[src/rtl/mcdt_nchnl.sv]
// ----------------------------------------------------------------------------
// mcdt_nchnl - parametrised multi-channel data transfer block
//
// Each of N_CH input channels writes through a valid/ready port into its own
// FIFO. A single arbiter drains one word per cycle from the non-empty FIFOs
// onto a tagged output stream (data, valid, source channel id).
//
// Build option:
//   MCDT_FIXED_PRIO_EN  undefined (default): round-robin grant, starting at
//                       ch0 after reset.
//                       defined: fixed priority, where the lowest non-empty
//                       channel index always wins.
//
// Ports:
//   clk          in   clock; all logic on posedge
//   rstn         in   asynchronous reset, active-high
//   ch_data_i    in   N_CH*DW  write data, channel k at [k*DW +: DW]
//   ch_valid_i   in   N_CH     write valid per channel
//   ch_ready_o   out  N_CH     channel FIFO not full
//   ch_margin_o  out  N_CH*MW  free FIFO slots, channel k at [k*MW +: MW]
//   mcdt_data_o  out  DW       output word (holds its value when idle)
//   mcdt_val_o   out  1        output word valid (one-cycle pulse per word)
//   mcdt_id_o    out  IDW      source channel of mcdt_data_o
// ----------------------------------------------------------------------------
module mcdt_nchnl #(
  parameter  int N_CH  = 3,
  parameter  int DW    = 32,
  parameter  int DEPTH = 32,
  localparam int MW    = $clog2(DEPTH + 1),
  localparam int IDW   = (N_CH > 1) ? $clog2(N_CH) : 1
) (
  input  logic               clk,
  input  logic               rstn,
  input  logic [N_CH*DW-1:0] ch_data_i,
  input  logic [N_CH-1:0]    ch_valid_i,
  output logic [N_CH-1:0]    ch_ready_o,
  output logic [N_CH*MW-1:0] ch_margin_o,
  output logic [DW-1:0]      mcdt_data_o,
  output logic               mcdt_val_o,
  output logic [IDW-1:0]     mcdt_id_o
);

  localparam int AW = $clog2(DEPTH);

  logic [N_CH-1:0] w_cand;           // channel FIFO non-empty
  logic [N_CH-1:0] w_push;
  logic [N_CH-1:0] w_pop;
  logic [DW-1:0]   w_head [N_CH];    // word at each FIFO's read pointer
  logic            w_gnt_vld;
  logic [IDW-1:0]  w_gnt_id;
  logic [DW-1:0]   w_out_data;

  logic [DW-1:0]   r_data;
  logic            r_val;
  logic [IDW-1:0]  r_id;

  // --------------------------------------------------------------------------
  // Per-channel FIFOs
  // --------------------------------------------------------------------------
  for (genvar k = 0; k < N_CH; k++) begin : g_ch
    logic [DW-1:0] r_mem [DEPTH];
    logic [AW-1:0] r_wr_ptr;
    logic [AW-1:0] r_rd_ptr;
    logic [MW-1:0] r_cnt;

    // Flow control comes straight from the registered count.
    assign ch_ready_o[k]            = (r_cnt != MW'(DEPTH));
    assign ch_margin_o[k*MW +: MW]  = MW'(DEPTH) - r_cnt;
    assign w_push[k]                = ch_valid_i[k] & ch_ready_o[k];
    assign w_cand[k]                = (r_cnt != '0);
    assign w_pop[k]                 = w_gnt_vld && (w_gnt_id == IDW'(k));
    assign w_head[k]                = r_mem[r_rd_ptr];

    // NOTE: storage has no reset; the cleared count and pointers already mark
    // every entry invalid, and leaving it out keeps the array a plain RAM.
    always_ff @(posedge clk) begin
      if (w_push[k]) r_mem[r_wr_ptr] <= ch_data_i[k*DW +: DW];
    end

    // NOTE: sequential state uses non-blocking assignments so every register
    // samples pre-edge values regardless of block evaluation order.
    always_ff @(posedge clk or posedge rstn) begin
      if (rstn) begin
        r_wr_ptr <= '0;
        r_rd_ptr <= '0;
        r_cnt    <= '0;
      end else begin
        // DEPTH is a power of two, so the pointers wrap naturally.
        if (w_push[k]) r_wr_ptr <= r_wr_ptr + AW'(1);
        if (w_pop[k])  r_rd_ptr <= r_rd_ptr + AW'(1);
        case ({w_push[k], w_pop[k]})
          2'b10:   r_cnt <= r_cnt + MW'(1);
          2'b01:   r_cnt <= r_cnt - MW'(1);
          default: r_cnt <= r_cnt;   // idle, or push and pop together
        endcase
      end
    end
  end

  // --------------------------------------------------------------------------
  // Arbitration
  // --------------------------------------------------------------------------
  assign w_gnt_vld = |w_cand;

`ifdef MCDT_FIXED_PRIO_EN
  // Lowest non-empty index wins; scanning downward lets it overwrite.
  always_comb begin
    // NOTE: every always_comb output gets a default first so no path can
    // leave it unassigned and infer a latch.
    w_gnt_id = '0;
    for (int k = N_CH - 1; k >= 0; k--) begin
      if (w_cand[k]) w_gnt_id = IDW'(k);
    end
  end
`else
  logic [IDW-1:0] r_rr_ptr;   // last granted channel
  logic           w_hi_vld;
  logic [IDW-1:0] w_hi_id;
  logic [IDW-1:0] w_lo_id;

  // Round-robin: the lowest candidate above the last grant wins; if there is
  // none, wrap and take the lowest candidate at or below it.
  always_comb begin
    w_hi_vld = 1'b0;
    w_hi_id  = '0;
    w_lo_id  = '0;
    for (int k = N_CH - 1; k >= 0; k--) begin
      if (w_cand[k]) begin
        if (k > int'(r_rr_ptr)) begin
          w_hi_vld = 1'b1;
          w_hi_id  = IDW'(k);
        end else begin
          w_lo_id  = IDW'(k);
        end
      end
    end
    w_gnt_id = w_hi_vld ? w_hi_id : w_lo_id;
  end

  // Reset to the last channel so ch0 is granted first.
  always_ff @(posedge clk or posedge rstn) begin
    if (rstn)           r_rr_ptr <= IDW'(N_CH - 1);
    else if (w_gnt_vld) r_rr_ptr <= w_gnt_id;
  end
`endif

  // --------------------------------------------------------------------------
  // Output stage
  // --------------------------------------------------------------------------
  always_comb begin
    w_out_data = '0;
    for (int k = 0; k < N_CH; k++) begin
      if (w_pop[k]) w_out_data = w_head[k];
    end
  end

  // Data and id hold their last values while no channel is granted.
  always_ff @(posedge clk or posedge rstn) begin
    if (rstn) begin
      r_val  <= 1'b0;
      r_data <= '0;
      r_id   <= '0;
    end else begin
      r_val <= w_gnt_vld;
      if (w_gnt_vld) begin
        r_data <= w_out_data;
        r_id   <= w_gnt_id;
      end
    end
  end

  assign mcdt_val_o  = r_val;
  assign mcdt_data_o = r_data;
  assign mcdt_id_o   = r_id;

endmodule

[config.mk]
export PLATFORM = sky130hd
export DESIGN_NAME = mcdt_nchnl
export DESIGN_NICKNAME = d
export VERILOG_FILES = /design/src/rtl/mcdt_nchnl.sv
export SDC_FILE = /design/constraint.sdc
export NUM_CORES = 2
export LEC_CHECK = 0
export CORE_ASPECT_RATIO = 1.25
export CORE_MARGIN = 2
export CORE_UTILIZATION = 32
export DETAILED_ROUTE_END_ITERATION = 8
export DONT_BUFFER_PORTS = 1
export GPL_TIMING_DRIVEN = 0
export SLEW_MARGIN = 15
export SYNTH_ARGS = -nofsm -noshare
export SYNTH_HDL_FRONTEND = slang
export SYNTH_SLANG_ARGS = --single-unit
[constraint.sdc]
create_clock -name clk -period 4.2 [get_ports clk]
set_input_delay 1.05 -clock clk [delete_from_list [all_inputs] [get_ports clk]]
set_output_delay 1.05 -clock clk [all_outputs]
set_load 0.1 [all_outputs]
==> metrics.md <==
| Metric | Value |
|---|---|
| Clk sinks | `3156` |
| Number of global-route vias before repair | `61002` |
| Yosys cell types | `approximately 70` |
| DRT iter0 DRCs | `6712` |
| Clock root cell | `clkbuf_16` |
| Area grow syn2layout | `17.10%` |
| Hold path start | `ch_data_i[8]` |
| RSZ-0062 raised after global routing | `false` |
| Top Ports | `157` |
| Final Setup Violations | `4` |
| Largest family of logic cells by synthesized area | `multiplexers` |
| Chip width | `about 560 um` |
| Hpwl dp | `232600 um` |
| Initial antenna violation count | `4` |
| CP cell instances | `buf_2, buf_4, buf_4, nand3_1, buf_2, o22ai_1, a2111oi_2, buf_2, a31oi_1, a22oi_1, a21oi_1` |
| Seq/Total Area, Yosys | `77.67%` |
| First-pass GRT wire length | `475100 um` |
| Setup WS pre-CTS | `-1.192 ns` |
| Critical Path Most Common Cell | `buf_2` |
| Post-layout utilization of the core | `37.69%` |
| Vias | `roughly 60000` |
| Routed vias/inst | `5.335` |
| Simple-gate share of the synthesized area | `1.413%` |
| Final #Nets | `6168` |
| Syn Nets | `around 5700` |
| GRT Util Overall | `between 10% and 20%` |
| Pleak | `44.42 nW` |
| Site row count | `252` |
| Worst path top cell family by delay | `compound AO/OA/AOI/OAI gates` |
| Synth Area in Compound Gates | `3.239%` |
| Hold slack final | `between 0.2 and 0.25 ns` |
| Synthesized area | `0.1215 sq mm` |
| Core area | `0.3774 sq mm` |
| Uppermost routed layer | `met5` |
| Largest net degree at the start of global routing | `57` |
| Pre-Repair DR Iteration Count | `6` |
| Ys flop type | `edfxtp_1` |
| Clk slew on worst S/H paths | `0.07 ns` |
| Peak VDD IR | `0.4056 mV` |
| Yosys warning count | `0` |
| Mean Syn Cell Area | `21.82 sq um` |
| End of the worst hold path | `g_ch[0].r_mem[23][8]` |
| Worst-Margin Slew | `1.423 ns` |
| Total power | `~98 mW` |
| Startpoint Class | `flop` |
| Hold path cells | `0` |
| CP Buf/Inv Count | `5` |
| Residual DRC | `0` |
| Clock latency on the worst-skew pair | `0.89 ns` |
| Hold crit path type | `input port to flop` |
| Final hold vios | `0` |
| Die ar. | `0.3846 sq mm` |
| WL met1 | `approximately 120000 um` |
| Fmax | `235.9 MHz` |
| Violated checks | `capacitance limit, setup timing` |
| CTS tree | `built` |
| Clock Tree Buf Depth | `4` |
| Antenna-violating nets left | `0` |
| Max Slew Vio Count | `0` |
| Largest fanout on the critical path | `10` |
| Post-synthesis register bit count | `3156` |
| Most frequent cells in the layout | `edfxtp_1, mux4_2, mux2i_1` |
| Initial Util | `32.19%` |
| Crit path capture type | `flop` |
| GRT Residual Overflow | `0` |
| Status | `finished with violations` |
| Power per Cell Area | `between 600 and 700 mW/mm^2` |
| Post-Synth XOR/XNOR Area | `0.4109%` |
| Worst R2R End | `mcdt_data_o[27]` |
| Reg2reg path depth | `11` |
| Port bufs | `0` |
| Routability Congestion | `roughly 0.82` |
| Met3 wire length | `28830 um` |
| CP max-delay cell | `a31oi_1` |
| Cell count after synthesis | `~5600` |
| Adder-cell share of the synthesized area | `0.2781%` |
| TritonCTS Buffers | `303` |
| Worst Path Required | `5.01 ns` |
| R2R Path Start | `g_ch[2].r_rd_ptr[1]` |
| Post-synthesis mux area share | `15.54%` |
| Drt total wl | `341800 um` |
| Share of post-route cells with drive strength above 1 | `approximately a quarter` |
| Reg-to-reg slack, setup | `-0.04 ns` |
| Worst Path Arrival | `5.04 ns` |
| WL met2 | `172800 um` |
| Min Clock Period, post-route | `4.238 ns` |
| Setup ws final | `-0.03836 ns` |
| Max cap viols | `1` |
| CTS HTree Levels | `5` |
| Slowest stage delay, CP | `approximately 0.88 ns` |
| Skew final | `approximately 0.11 ns` |
| Critical path launch point | `g_ch[2].r_rd_ptr[1]` |
| Setup CP Type | `flop to flop` |
| Commonest non-fill, non-tap cell in the layout | `edfxtp_1` |
| Relative slew margins | `under 10%` |
| Routed wire per std cell | `about 30 um` |
| EDFF count, synth | `3072` |
| Ys async rst share | `2.662%` |
| Die H | `692.9 um` |
| Final critical-path share of the clock period | `100.9%` |
==> report_power, final <==
part	total (mW)	internal, mW	switching, mW
Clock	27.9	16.0	11.9
Sequential	39.1	36.8	2.38
Combinational	31.1	11.6	19.5
==> layer usage <==
| metal | global-route usage, % | up-vias |
|---|---|---|
| met2 | 29.98 | 2541 |
| met1 | 20.51 | 32345 |
| met3 | 4.169 | 565 |
| li1 | - | 24457 |
| met4 | 7.970 | 4 |
| met5 | 0 | - |
==> worst register-to-register path, stage by stage, from the launching register on <==
cell	delay (ns)
dfrtp_1	0.50
buf_2	0.28
buf_4	0.31
buf_4	0.30
nand3_1	0.40
buf_2	0.39
o22ai_1	0.25
a2111oi_2	0.08
buf_2	0.23
a31oi_1	0.88
a22oi_1	0.37
a21oi_1	0.25
==> synth_stat cells (4+ instances only) <==
cell | count | share of area, %
a21oi_1 | 114 | 0.47
or2_2 | 5 | 0.026
ha_1 | 27 | 0.28
o211ai_1 | 6 | 0.037
and2_1 | 6 | 0.031
a22o_1 | 35 | 0.25
mux2i_1 | 344 | 2.8
xnor2_1 | 40 | 0.29
o221ai_1 | 53 | 0.38
nor2b_1 | 13 | 0.067
buf_4 | 50 | 0.31
clkbuf_1 | 139 | 0.43
a221o_1 | 5 | 0.041
edfxtp_1 | 3072 | 76
o32ai_1 | 4 | 0.029
o21ai_0 | 44 | 0.18
nand3b_1 | 9 | 0.056
nand2_1 | 110 | 0.34
a22oi_1 | 112 | 0.69
or3b_2 | 6 | 0.043
a31oi_1 | 22 | 0.11
inv_1 | 24 | 0.074
buf_6 | 11 | 0.10
buf_1 | 21 | 0.065
o22ai_1 | 56 | 0.29
nand4_1 | 11 | 0.057
a211oi_1 | 45 | 0.28
mux4_2 | 676 | 13
nand2b_1 | 4 | 0.021
nand3_1 | 37 | 0.15
nor2_1 | 143 | 0.44
mux2_2 | 19 | 0.18
buf_2 | 105 | 0.43
a32oi_1 | 25 | 0.18
nor3_1 | 11 | 0.045
a2111oi_0 | 21 | 0.15
xor2_1 | 17 | 0.12
dfrtp_1 | 83 | 1.7
==> metrics by stage <==
step                area [sq um]  cells  TNS (ns)
finish                    142300  11230   -0.1261
global route              142300  11229         0
CTS                       141800  11207   -202.48
detailed placement        131700  10659  -1453.44
global placement          127700  10520  -7807.30
floorplan                 121500   5567    -18.17
==> cell families after synthesis <==
group                      count (synthesis)
DFF                                     3156
muxes                                   1039
AOI/OAI and AO/OA                        561
and+or+nand+nor                          373
buffers and inverters                    354
xor gates and xnor gates                  57
adders and majority gates                 27
==> state kept, by name (all words and copies together), names as in the netlist <==
name,cells
mcdt_val_o,1
g_ch.r_wr_ptr,15
g_ch.r_cnt,18
mcdt_id_o,1
g_ch.r_rd_ptr,15
g_ch.r_mem,3072
r_rr_ptr,2
mcdt_data_o,32
==> final cells by class <==
type                            count  area, sq um
Tap cell                         4953         6197
Buffer                            320         1647
Sequential cell                  3156        94370
Clock buffer                      357         8026
Antenna cell                        2        5.005
Fill cell                       33379       235200
Inverter                           26        115.1
Timing Repair Buffer              176         3558
Clock inverter                    183         1917
Multi-Input combinational cell   2057        26420
==> worst max-delay path by stage <==
stage                            endpoint  cells after the start
finish                    mcdt_data_o[27]                     11
global route             g_ch[1].r_cnt[5]                     15
CTS                 g_ch[0].r_mem[19][14]                     10
detailed placement       g_ch[1].r_cnt[5]                     16
global placement     g_ch[2].r_mem[1][13]                      8
floorplan            g_ch[1].r_mem[31][0]                     10
==> repair_timing <==
item                                    CTS  global route
resized for setup                        13            40
hold buffers                              1             0
setup buffers                            10            26
endpoints found under the hold margin     5             0
pin swaps                                13            14
setup endpoints to repair              3040          1433
Power figures use the tool's default switching activity.
